File: config.mk
export PLATFORM = sky130hd
export DESIGN_NAME = systolic_seq
export DESIGN_NICKNAME = d
export VERILOG_FILES = /design/src/rtl/systolic_seq.sv
export SDC_FILE = /design/constraint.sdc
export NUM_CORES = 1
export LEC_CHECK = 0
export ABC_AREA = 0
export BUFFER_PORTS_ARGS = -buffer_cell sky130_fd_sc_hd__buf_2
export CORE_UTILIZATION = 53
export CTS_CLUSTER_SIZE = 40
export DETAILED_ROUTE_END_ITERATION = 7
export PLACE_DENSITY = 0.74
export RECOVER_POWER = 25
export SYNTH_ARGS = -nofsm -noshare
export SYNTH_HDL_FRONTEND = slang
export SYNTH_SLANG_ARGS = --single-unit
File: constraint.sdc
create_clock -name clk -period 7.15 [get_ports clk]
set_input_delay 0.715 -clock clk [delete_from_list [all_inputs] [get_ports clk]]
set_output_delay 0.715 -clock clk [all_outputs]
set_load 0.02 [all_outputs]
File: src/rtl/systolic_seq.sv
// systolic_seq: clear/compute/drain sequencer for an N x N systolic MAC array
module systolic_seq #(
  parameter int N      = 4,
  parameter int K_MAX  = 256,
  parameter int ADDR_W = 8
) (
  input  logic                          clk,
  input  logic                          reset_n,
  input  logic                          start,
  input  logic [$clog2(K_MAX+1)-1:0]    k_len,
  input  logic                          abort,
  output logic                          busy,
  output logic                          done,
  output logic                          pu_clr,
  output logic [N*N-1:0]                pu_en,
  output logic                          a_rd_en,
  output logic [ADDR_W-1:0]             a_rd_addr,
  output logic                          b_rd_en,
  output logic [ADDR_W-1:0]             b_rd_addr,
  output logic [((N>1)?$clog2(N):1)-1:0] res_sel,
  output logic                          res_valid,
  input  logic                          res_ready
);
  localparam int KL_W = $clog2(K_MAX+1);
  localparam int TW   = $clog2(K_MAX+2*N-1);
  localparam int SW   = (N > 1) ? $clog2(N) : 1;

  typedef enum logic [2:0] {S_IDLE, S_CLEAR, S_COMPUTE, S_DRAIN, S_DONE} state_t;

  state_t           r_state, w_nxt_state;
  logic [TW-1:0]    r_t, w_nxt_t, w_t_last;
  logic [KL_W-1:0]  r_klen, w_nxt_klen, w_klen_c;
  logic [SW-1:0]    r_sel, w_nxt_sel;
  logic [N*N-1:0]   w_en;
  logic             w_rd;

  // next-state, phase counter and drain row; abort overrides everything outside IDLE
  always_comb begin
    w_klen_c    = (k_len > KL_W'(K_MAX)) ? KL_W'(K_MAX) : k_len;
    w_t_last    = TW'(r_klen) + TW'(2*N-2);
    w_nxt_state = r_state;
    w_nxt_t     = r_t;
    w_nxt_sel   = r_sel;
    w_nxt_klen  = r_klen;
    unique case (r_state)
      S_IDLE: if (start) begin
        w_nxt_klen  = w_klen_c;
        w_nxt_state = (w_klen_c == '0) ? S_DONE : S_CLEAR;
        w_nxt_t     = '0;
        w_nxt_sel   = '0;
      end
      S_CLEAR: begin
        w_nxt_state = S_COMPUTE;
        w_nxt_t     = '0;
      end
      S_COMPUTE: begin
        w_nxt_state = (r_t == w_t_last) ? S_DRAIN : S_COMPUTE;
        w_nxt_t     = (r_t == w_t_last) ? r_t : r_t + TW'(1);
        w_nxt_sel   = '0;
      end
      S_DRAIN: if (res_ready) begin
        w_nxt_state = (r_sel == SW'(N-1)) ? S_DONE : S_DRAIN;
        w_nxt_sel   = (r_sel == SW'(N-1)) ? r_sel : r_sel + SW'(1);
      end
      S_DONE:  w_nxt_state = S_IDLE;
      default: w_nxt_state = S_IDLE;
    endcase
    if (abort && r_state != S_IDLE) w_nxt_state = S_IDLE;
  end

  // diagonal skew: PU(i,j) sees operand k at phase k+1+i+j
  always_comb begin
    w_en = '0;
    w_rd = (w_nxt_state == S_COMPUTE) && (w_nxt_t < TW'(w_nxt_klen));
    for (int i = 0; i < N; i++)
      for (int j = 0; j < N; j++)
        w_en[i*N+j] = (w_nxt_state == S_COMPUTE) && (w_nxt_t >= TW'(1+i+j)) &&
                      (w_nxt_t <= TW'(w_nxt_klen) + TW'(i+j));
  end

  // state and all outputs registered from the next-state decode
  always_ff @(posedge clk or negedge reset_n) begin
    if (!reset_n) begin
      r_state   <= S_IDLE;
      r_t       <= '0;
      r_sel     <= '0;
      r_klen    <= '0;
      busy      <= 1'b0;
      done      <= 1'b0;
      pu_clr    <= 1'b0;
      pu_en     <= '0;
      a_rd_en   <= 1'b0;
      a_rd_addr <= '0;
      b_rd_en   <= 1'b0;
      b_rd_addr <= '0;
      res_sel   <= '0;
      res_valid <= 1'b0;
    end else begin
      r_state   <= w_nxt_state;
      r_t       <= w_nxt_t;
      r_sel     <= w_nxt_sel;
      r_klen    <= w_nxt_klen;
      busy      <= w_nxt_state != S_IDLE;
      done      <= w_nxt_state == S_DONE;
      pu_clr    <= w_nxt_state == S_CLEAR;
      pu_en     <= w_en;
      a_rd_en   <= w_rd;
      a_rd_addr <= w_rd ? ADDR_W'(w_nxt_t) : '0;
      b_rd_en   <= w_rd;
      b_rd_addr <= w_rd ? ADDR_W'(w_nxt_t) : '0;
      res_sel   <= (w_nxt_state == S_DRAIN) ? w_nxt_sel : '0;
      res_valid <= w_nxt_state == S_DRAIN;
    end
  end
endmodule

* Yosys cells after proc, flatten, opt, wreduce, memory -nomap -nowiden
Index checks and enable logic that the tools add are counted.
** Operators by class
- Muxes and demuxes :: 19
- Add/subtract/negate cells :: 9
- Order comparisons :: 16
- Shift-type cells :: 0
- $mul :: 0
- Bitwise operators :: 0
- Equality and inequality tests :: 9
- Div/mod/pow operators :: 0
- Reduce and logical (&&, ||, !) cells :: 20
** Operators with widths (number)
- $le A9 B9 Y1 :: 7
- $mux W9 :: 5
- $add A9 B3 Y9 const B :: 4
- $ge A9 B3 Y1 const B :: 4
- $pmux W9 S3 :: 1
- $add A9 B1 Y9 const B :: 2
- $add A9 B2 Y9 const B :: 2
- $ge A9 B2 Y1 const B :: 2
- $logic_and A1 B1 Y1 :: 16
- $mux W3 :: 5
- $eq A3 B2 Y1 const B :: 4
- $pmux W3 S4 :: 1
- $eq A9 B9 Y1 :: 1
- $ge A9 B1 Y1 const B :: 1
- $gt A9 B9 Y1 const B :: 1
- $logic_not A9 Y1 :: 1
- $lt A9 B9 Y1 :: 1
- $mux W2 :: 4
- $mux W8 :: 1
- $eq A3 B1 Y1 const B :: 2
- $pmux W2 S3 :: 1
- $reduce_bool A3 Y1 :: 2
- $eq A3 B3 Y1 const B :: 1
- $logic_not A3 Y1 :: 1
- other kinds (3) :: 3
** Word-level totals
- Register bits after elaboration :: 54
- Latch bits :: 0
- Word-level logic and storage cells :: 85
- Bits in writable memories :: 0
- Bits of input ports :: 14
- ROM bits :: 0
- Output and inout bits :: 40
- Memories kept :: 0

* Depth between registers and ports, before layout
Gate-level depths: netlist (run 1).
- Word-level depth :: 10
- Depth in mapped cells :: 20
- Depth with buffers taken out :: 20

* Least setup slack after synthesis (run 1)
OpenSTA, ideal clock, no wires.
- Path kind :: register to register
- Start :: register r_klen[1]
- End :: register pu_en[0]
- Stages on the path, launching flop included :: 20
- Buffers on the path :: 0
- Library setup time :: 0.077 ns
- Data required time :: 7.073 ns
- Slack :: 2.869 ns
- Arrival :: 4.204 ns
- Period minus slack after synthesis :: 4.281 ns
- Cell sequence :: dfrtp_1 -> inv_1 -> ha_1 -> xor2_1 -> nor4b_2 -> o311ai_2 -> o21ai_0 -> a32oi_1 -> inv_1 -> ha_1 -> nor2b_1 -> o21a_1 -> o21a_1 -> o21a_1 -> o21a_1 -> o21a_1 -> o21a_1 -> o21ai_0 -> nand2_1 -> a21oi_1
** Between the ends
- Elaborated cells between the ends (all ways) :: 14
- Classes of those cells :: add/sub (1); order compare (2); eq/ne (2); mux (7); reduce/logical (2)
** RTL lines
- start: declaration :: line 32 : logic [KL_W-1:0] r_klen, w_nxt_klen, w_klen_c;
- start signal: assignment :: line 102 : r_klen <= w_nxt_klen;
- $add A9 B3 Y9 * :: line 40 : w_t_last = TW'(r_klen) + TW'(2*N-2);
- $eq A9 B9 Y1 * :: line 58 : w_nxt_t = (r_t == w_t_last) ? r_t : r_t + TW'(1);
- $mux W9 * :: line 58
- $pmux W9 S3 * :: line 45 : unique case (r_state)
- via w_nxt_t[1] :: line 31 : logic [TW-1:0] r_t, w_nxt_t, w_t_last;
- $ge A9 B1 Y1 :: line 77 : w_en[i*N+j] = (w_nxt_state == S_COMPUTE) && (w_nxt_t >= TW'(1+i+j)) &&
- $logic_and A1 B1 Y1 :: line 77
- $logic_and A1 B1 Y1 * :: line 77
- via w_en[0] :: line 34 : logic [N*N-1:0] w_en;
- end signal: assignment :: line 106 : pu_en <= w_en;
- end: declaration :: line 15 : output logic [N*N-1:0] pu_en,
The timed path passes the listed nets; every way through them passes the cells marked *.

* Final worst setup path (run 1)
Ends and elaborated chain as after synthesis.

==> results.py, run 1 <==
metrics = {
    "die": {
        "dieHeight_um": 92.5,
        "rows": 32,
        "start_util": 0.556,
        "io-pin-count": 54,
        "coreArea_sq_um": 7810,
        "die_x_um": 92.5,
        "die_area_sq_um": 8560,
    },
    "synth": {
        "postSynthAreaPerCell_sq_um": 8.77,
        "synth-seq-area-share": 0.259,
        "synthCells": 495,
        "synth-seq-cells": 45,
        "yosysMostFrequentCell": "ha_1",
        "syn_nets": 564,
        "synthDistinctLibCells": 74,
        "async_flop_share": 1.00,
        "synth_ff_type": "dfrtp_1",
        "yosys.area.top_type_share": 0.259,
        "yosysWarnings": 0,
        "synth_common_cells": "55 x ha_1, 46 x nor2_1, 46 x xnor2_1",
        "synthTopCellsByArea": "dfrtp_1 26%, ha_1 16%, xnor2_1 9.3%",
        "synth_edf_count": 0,
        "yosysTopAreaCell": "dfrtp_1",
        "syn-cell-area_sq_um": 4340,
    },
    "grt": {
        "grt_pass1_wl_um": 18800,
        "grt_start_max_net_pins": 46,
        "overflow": 0,
        "grt_util_all_layers": 0.287,
        "grt_antenna_before_repair": 0,
        "grt_pass1_vias": 3690,
    },
    "timing": {
        "hold_ws_ns": 0.596,
        "fin_crit_sh": 0.729,
        "finClkSkew_ns": 0.0104,
        "setup_viol_count_final": 0,
        "period_minus_slack_ns": 5.21,
        "setup-tns-final_ns": 0,
        "hold_viol": 0,
        "max_slew_margin": -0.552,
        "fmax_mhz": 192,
        "slew_viol_final": 46,
        "rsz0062_at_grt": "no",
        "worstMarginPinSlew_ns": 2.33,
        "fin_ws_ns": 1.94,
    },
    "detailed_routing": {
        "post-route-drc-count": 0,
        "routed_via_density": 6.12,
        "wl_per_cell_um": 18.4,
        "vias": 3869,
        "antenna_left": 0,
        "dr.pass1.iters": 6,
        "drtIter0Drc": 247,
        "routed_wl_um": 11600,
    },
    "worst_setup_path": {
        "cp-end-kind": "register",
        "crit_arrival_ns": 5.45,
        "crit_path_start_kind": "register",
        "path_class": "reg2reg",
        "cp_slowest_cell": "o311ai_2",
        "critPathMaxStageDelay_ns": 0.59,
        "reg2reg_depth": 19,
        "reg2reg_setup_slack_ns": 1.94,
        "regToRegEndpoint": "pu_en[0]",
        "cp_max_fo": 9,
        "worstSetupStartpoint": "r_klen[1]",
        "cp.required_ns": 7.38,
        "critPathMostFrequentCell": "o21a_1",
        "crit_path_cell_trace": "inv_1 -> ha_1 -> xor2_1 -> nor4b_2 -> o311ai_2 -> o21ai_0 -> a32oi_1 -> inv_1 -> ha_1 -> nor2b_1 -> o21a_1 -> o21a_1 -> o21a_1 -> o21a_1 -> o21a_1 -> o21a_1 -> o21ai_0 -> nand2_1 -> a21oi_1",
        "r2r_start": "r_klen[1]",
    },
    "layout": {
        "diodes": 0,
        "layout.nets": 598,
        "final_area_sq_um": 4650,
        "drive_gt1_frac": 0.177,
        "area_growth_pct": 7.03,
    },
    "power": {
        "p_comb_frac": 0.566,
        "p_per_area_nw_per_um2": 245,
        "p_switching_mw": 0.526,
        "vdd_drop_max_v": 0.0000902,
        "pwr-share-seq": 0.284,
        "p_total_mw": 1.14,
        "p_int_mw": 0.613,
        "p_leak_nw": 2.26,
        "pwr-share-clk": 0.150,
        "p_sw_frac": 0.462,
    },
    "clock_network": {
        "cts_max_level": 2,
        "clkLatencyLatePin_ns": 0.31,
        "clockBufferDepth": 2,
        "path_clk_slew_ns": 0.09,
        "cts_setup_buffers": 0,
        "postCtsHoldBufs": 0,
        "tritoncts": "done",
        "cts-root-buf": "clkbuf_8",
        "cts_resized": 0,
        "clkSinkCount": 45,
        "numCtsBuffers": 5,
    },
    "placed_design": {
        "placed_area_sq_um": 4550,
        "preCtsSetupSlack_ns": 2.06,
        "portBuffers": 53,
        "routabilityCongestion": 0.972,
        "dp_hpwl_um": 8800,
    },
    "worst_hold_path": {
        "worstHoldPathCells": 1,
        "hp-class": "reg2reg",
        "min_to": "done",
        "min_from": "r_state[2]",
    },
    "run_status": {
        "violations": "capacitance limit, slew limit",
        "status": "finished with violations",
    },
    "job": {
        "maxCapViolations": 1,
    },
}
-- critical path: cells and delay by family, from the launching register on --
kind	cells	cell delay, ns
and+or+nand+nor	3	0.53
AOI/OAI and AO/OA	11	2.94
xor gates and xnor gates	1	0.23
adders and majority gates	2	0.67
buffers and inverters	2	0.33
DFF	1	0.46
-- registers in the layout (all words and copies together), names as in the netlist, 2 cells and up --
name / count
r_sel: 2
r_klen: 9
r_t: 9
b_rd_addr: 8
pu_en: 7
r_state: 3
res_sel: 2
-- power by group through the flow --
stage	Sequential (mW)	Combinational, mW	Clock, mW
after CTS	0.323	0.630	0.173
final	0.324	0.644	0.171
after global placement	0.326	0.607	0
after floorplan	0.325	0.476	0
after detailed placement	0.327	0.626	0
after global routing	0.328	0.703	0.182
-- area by class of cell --
cell class / count / area (sq um)
Timing Repair Buffer: 56 / 287
Clock inverter: 2 / 13.8
Multi-Input combinational cell: 392 / 2900
Fill cell: 693 / 3160
Sequential cell: 45 / 1130
Inverter: 29 / 111
Clock buffer: 6 / 82.6
Tap cell: 102 / 128
-- worst max-delay path by stage --
| stage | end | depth (start not counted) | slack (ns) |
|---|---|---|---|
| 2_1_floorplan | pu_en[0] | 19 | 2.87 |
| 3_3_place_gp | pu_en[0] | 19 | 2.28 |
| 3_5_place_dp | pu_en[0] | 19 | 2.06 |
| 4_1_cts | pu_en[0] | 19 | 2.07 |
| 5_1_grt | pu_en[0] | 19 | 1.55 |
| 6_report | pu_en[0] | 19 | 1.94 |
-- cells by family (layout without fill, tap and decap cells) --
logic type                 Yosys count  in the layout  synth area share
adders and majority gates           61             61             0.173
muxes                                2              2           0.00461
buffers and inverters               58             93            0.0729
DFF                                 45             45             0.259
AOI/OAI and AO/OA                  114            114             0.186
xor gates and xnor gates            55             55             0.113
and+or+nand+nor                    160            160             0.192
-- placed cells by master, fill, tap and decap left out, types with 4 or more instances in the layout --
master / instances
and3_1: 6
inv_2: 5
a31oi_1: 8
nor2b_1: 7
o21a_1: 8
a21o_1: 5
nand2_1: 29
a21oi_1: 29
maj3_1: 4
xnor2_1: 46
clkbuf_8: 6
xor2_1: 8
nor3b_1: 4
nand4_1: 4
a21oi_2: 5
o21ai_1: 4
nor4_1: 8
nand2b_1: 8
nor2_1: 46
ha_1: 55
nand3_1: 20
nor3_1: 12
o21ai_0: 20
dfrtp_1: 45
inv_1: 23
buf_2: 52
-- layer usage --
layer | vias to the layer above | global-route usage | wire, um
li1 | 1820 | - | -
met1 | 1830 | 0.388 | 5230
met2 | 190 | 0.462 | 5200
met3 | 29 | 0.0345 | 804
met4 | 0 | 0.122 | 378
met5 | - | 0 | 0
-- through the flow --
step	utilization	instances
6_report	0.595	632
5_1_grt	0.595	632
4_1_cts	0.596	632
3_5_place_dp	0.583	624
3_3_place_gp	0.583	624
2_1_floorplan	-	495
No activity file was read; power rests on OpenSTA's default activity.
==> inputs of run 2 (changes only) <==
--- a/config.mk
+++ b/config.mk
@@ -10,7 +10,7 @@
 export CORE_UTILIZATION = 53
 export CTS_CLUSTER_SIZE = 40
 export DETAILED_ROUTE_END_ITERATION = 7
-export PLACE_DENSITY = 0.74
+export PLACE_DENSITY = 0.77
 export RECOVER_POWER = 25
 export SYNTH_ARGS = -nofsm -noshare
 export SYNTH_HDL_FRONTEND = slang
==> constraint.sdc (replaced) <==
create_clock -name clk -period 4.3 [get_ports clk]
set_input_delay 0.43 -clock clk [delete_from_list [all_inputs] [get_ports clk]]
set_output_delay 0.43 -clock clk [all_outputs]
set_load 0.02 [all_outputs]
==> results.py, run 2 (synthesized netlist as in run 1, its figures left out) <==
metrics = {
    "power": {
        "p_per_area_nw_per_um2": 401,
        "p_leak_nw": 2.33,
        "pwr-share-seq": 0.273,
        "p_sw_frac": 0.459,
        "p_switching_mw": 0.890,
        "p_int_mw": 1.05,
        "pwr-share-clk": 0.147,
        "p_comb_frac": 0.580,
        "vdd_drop_max_v": 0.000158,
    },
    "die": {
        "start_util": 0.556,
        "rows": 32,
        "die_x_um": 92.5,
        "coreArea_sq_um": 7810,
        "io-pin-count": 54,
        "die_area_sq_um": 8560,
        "dieHeight_um": 92.5,
    },
    "detailed_routing": {
        "routed_wl_um": 11600,
        "post-route-drc-count": 0,
        "wl_per_cell_um": 18.0,
        "routed_via_density": 6.05,
        "antenna_left": 0,
        "vias": 3919,
        "drtIter0Drc": 257,
        "dr.pass1.iters": 4,
    },
    "clock_network": {
        "cts_max_level": 2,
        "path_clk_slew_ns": 0.09,
        "clkLatencyLatePin_ns": 0.30,
        "clkSinkCount": 45,
        "postCtsHoldBufs": 0,
        "numCtsBuffers": 5,
        "tritoncts": "done",
        "cts-root-buf": "clkbuf_8",
        "clockBufferDepth": 2,
    },
    "timing": {
        "worstMarginPinSlew_ns": 2.37,
        "setup_viol_count_final": 0,
        "fmax_mhz": 247,
        "fin_crit_sh": 0.941,
        "slew_viol_final": 46,
        "hold_viol": 0,
        "finClkSkew_ns": 0.00374,
        "max_slew_margin": -0.578,
        "period_minus_slack_ns": 4.04,
        "setup-tns-final_ns": 0,
    },
    "worst_setup_path": {
        "crit_path_start_kind": "register",
        "cp_slowest_cell": "dfrtp_2",
        "critPathMaxStageDelay_ns": 0.43,
        "cp-end-kind": "register",
        "crit_arrival_ns": 4.28,
        "cp_max_fo": 8,
        "critPathMostFrequentCell": "o21a_1",
        "reg2reg_depth": 19,
        "path_class": "reg2reg",
        "cp.required_ns": 4.53,
        "crit_path_cell_trace": "inv_1 -> ha_2 -> xor2_1 -> nand3_1 -> nor3_2 -> o311ai_2 -> a32oi_1 -> inv_1 -> ha_1 -> nor2b_1 -> o21a_1 -> o21a_1 -> o21a_1 -> o21a_1 -> o21a_1 -> o21a_1 -> o21ai_1 -> nand2_2 -> a21oi_1",
    },
    "layout": {
        "top_regs": "r_klen: 9 flops, r_t: 9 flops, b_rd_addr: 8 flops",
        "final_cell_mix": "52 x ha_1, 52 x buf_2, 46 x xnor2_1",
        "diodes": 0,
        "layout.nets": 614,
        "final_util": 0.619,
        "area_growth_pct": 11.3,
        "drive_gt1_frac": 0.225,
    },
    "worst_hold_path": {
        "worstHoldPathCells": 2,
        "hp-class": "in2reg",
    },
    "run_status": {
        "status": "finished with violations",
        "violations": "capacitance limit, slew limit",
    },
    "placed_design": {
        "routabilityCongestion": 0.995,
        "dp_hpwl_um": 8950,
        "portBuffers": 53,
    },
    "grt": {
        "grt_start_max_net_pins": 46,
        "grt_pass1_vias": 3708,
        "grt_antenna_before_repair": 0,
        "grt_pass1_wl_um": 18500,
        "overflow": 0,
        "grt_util_all_layers": 0.280,
    },
    "job": {
        "maxCapViolations": 1,
    },
}
## run 2: worst paths after layout
path,startpoint,to,slack [ns]
min,abort,r_state[1],0.43
min reg2reg,r_state[2],done,0.61
max in group asynchronous,reset_n,r_klen[2],1.95
max reg2reg,r_klen[2],pu_en[0],0.26
max,r_klen[2],pu_en[0],0.26
min in group asynchronous,reset_n,pu_clr,0.83
## run 2: power groups by stage
stage | registers, mW | logic (mW) | clock network [mW]
floorplan | 0.540 | 0.792 | 0
global placement | 0.531 | 1.05 | 0
detailed placement | 0.534 | 1.07 | 0
CTS | 0.525 | 1.08 | 0.290
global route | 0.536 | 1.23 | 0.312
finish | 0.529 | 1.12 | 0.286
## run 2: cell type report
type                            count  area [sq um]
Clock buffer                        6          82.6
Clock inverter                      2          13.8
Fill cell                         682          2980
Inverter                           29           115
Multi-Input combinational cell    392          2960
Sequential cell                    45          1130
Tap cell                          102           128
Timing Repair Buffer               72           407
## run 2: per-layer routing
metal	up-vias	share of wire	track usage
met3	42	0.064	0.0402
met5	-	0	0
li1	1850	-	-
met4	0	0.037	0.134
met1	1863	0.45	0.376
met2	164	0.45	0.441
## run 2: worst max-delay path: cells and delay by family, from the launching register on
kind | cells | cell delay, ns
AO/OA/AOI/OAI | 10 | 1.82
XOR/XNOR | 1 | 0.14
adder cells (fa/ha/maj) | 2 | 0.67
AND/OR/NAND/NOR | 4 | 0.69
flip-flops | 1 | 0.43
buffers and inverters | 2 | 0.22
## run 2: stage by stage
step | setup WS [ns] | power, mW | hold WS, ns | instance area (sq um) | std cells
finish | 0.255 | 1.94 | 0.430 | 4830 | 648
global route | -0.0885 | 2.07 | 0.431 | 4830 | 648
CTS | 0.0729 | 1.89 | 0.323 | 4730 | 643
detailed placement | 0.0371 | 1.61 | 0.588 | 4640 | 635
global placement | 0.00974 | 1.58 | 0.583 | 4640 | 635
floorplan | 0.0189 | 1.33 | 0.134 | 4340 | 495
## run 2: what timing repair did
item	CTS	global route
endpoints found under the setup margin	0	14
gates resized for setup	0	18
setup buffers	0	5
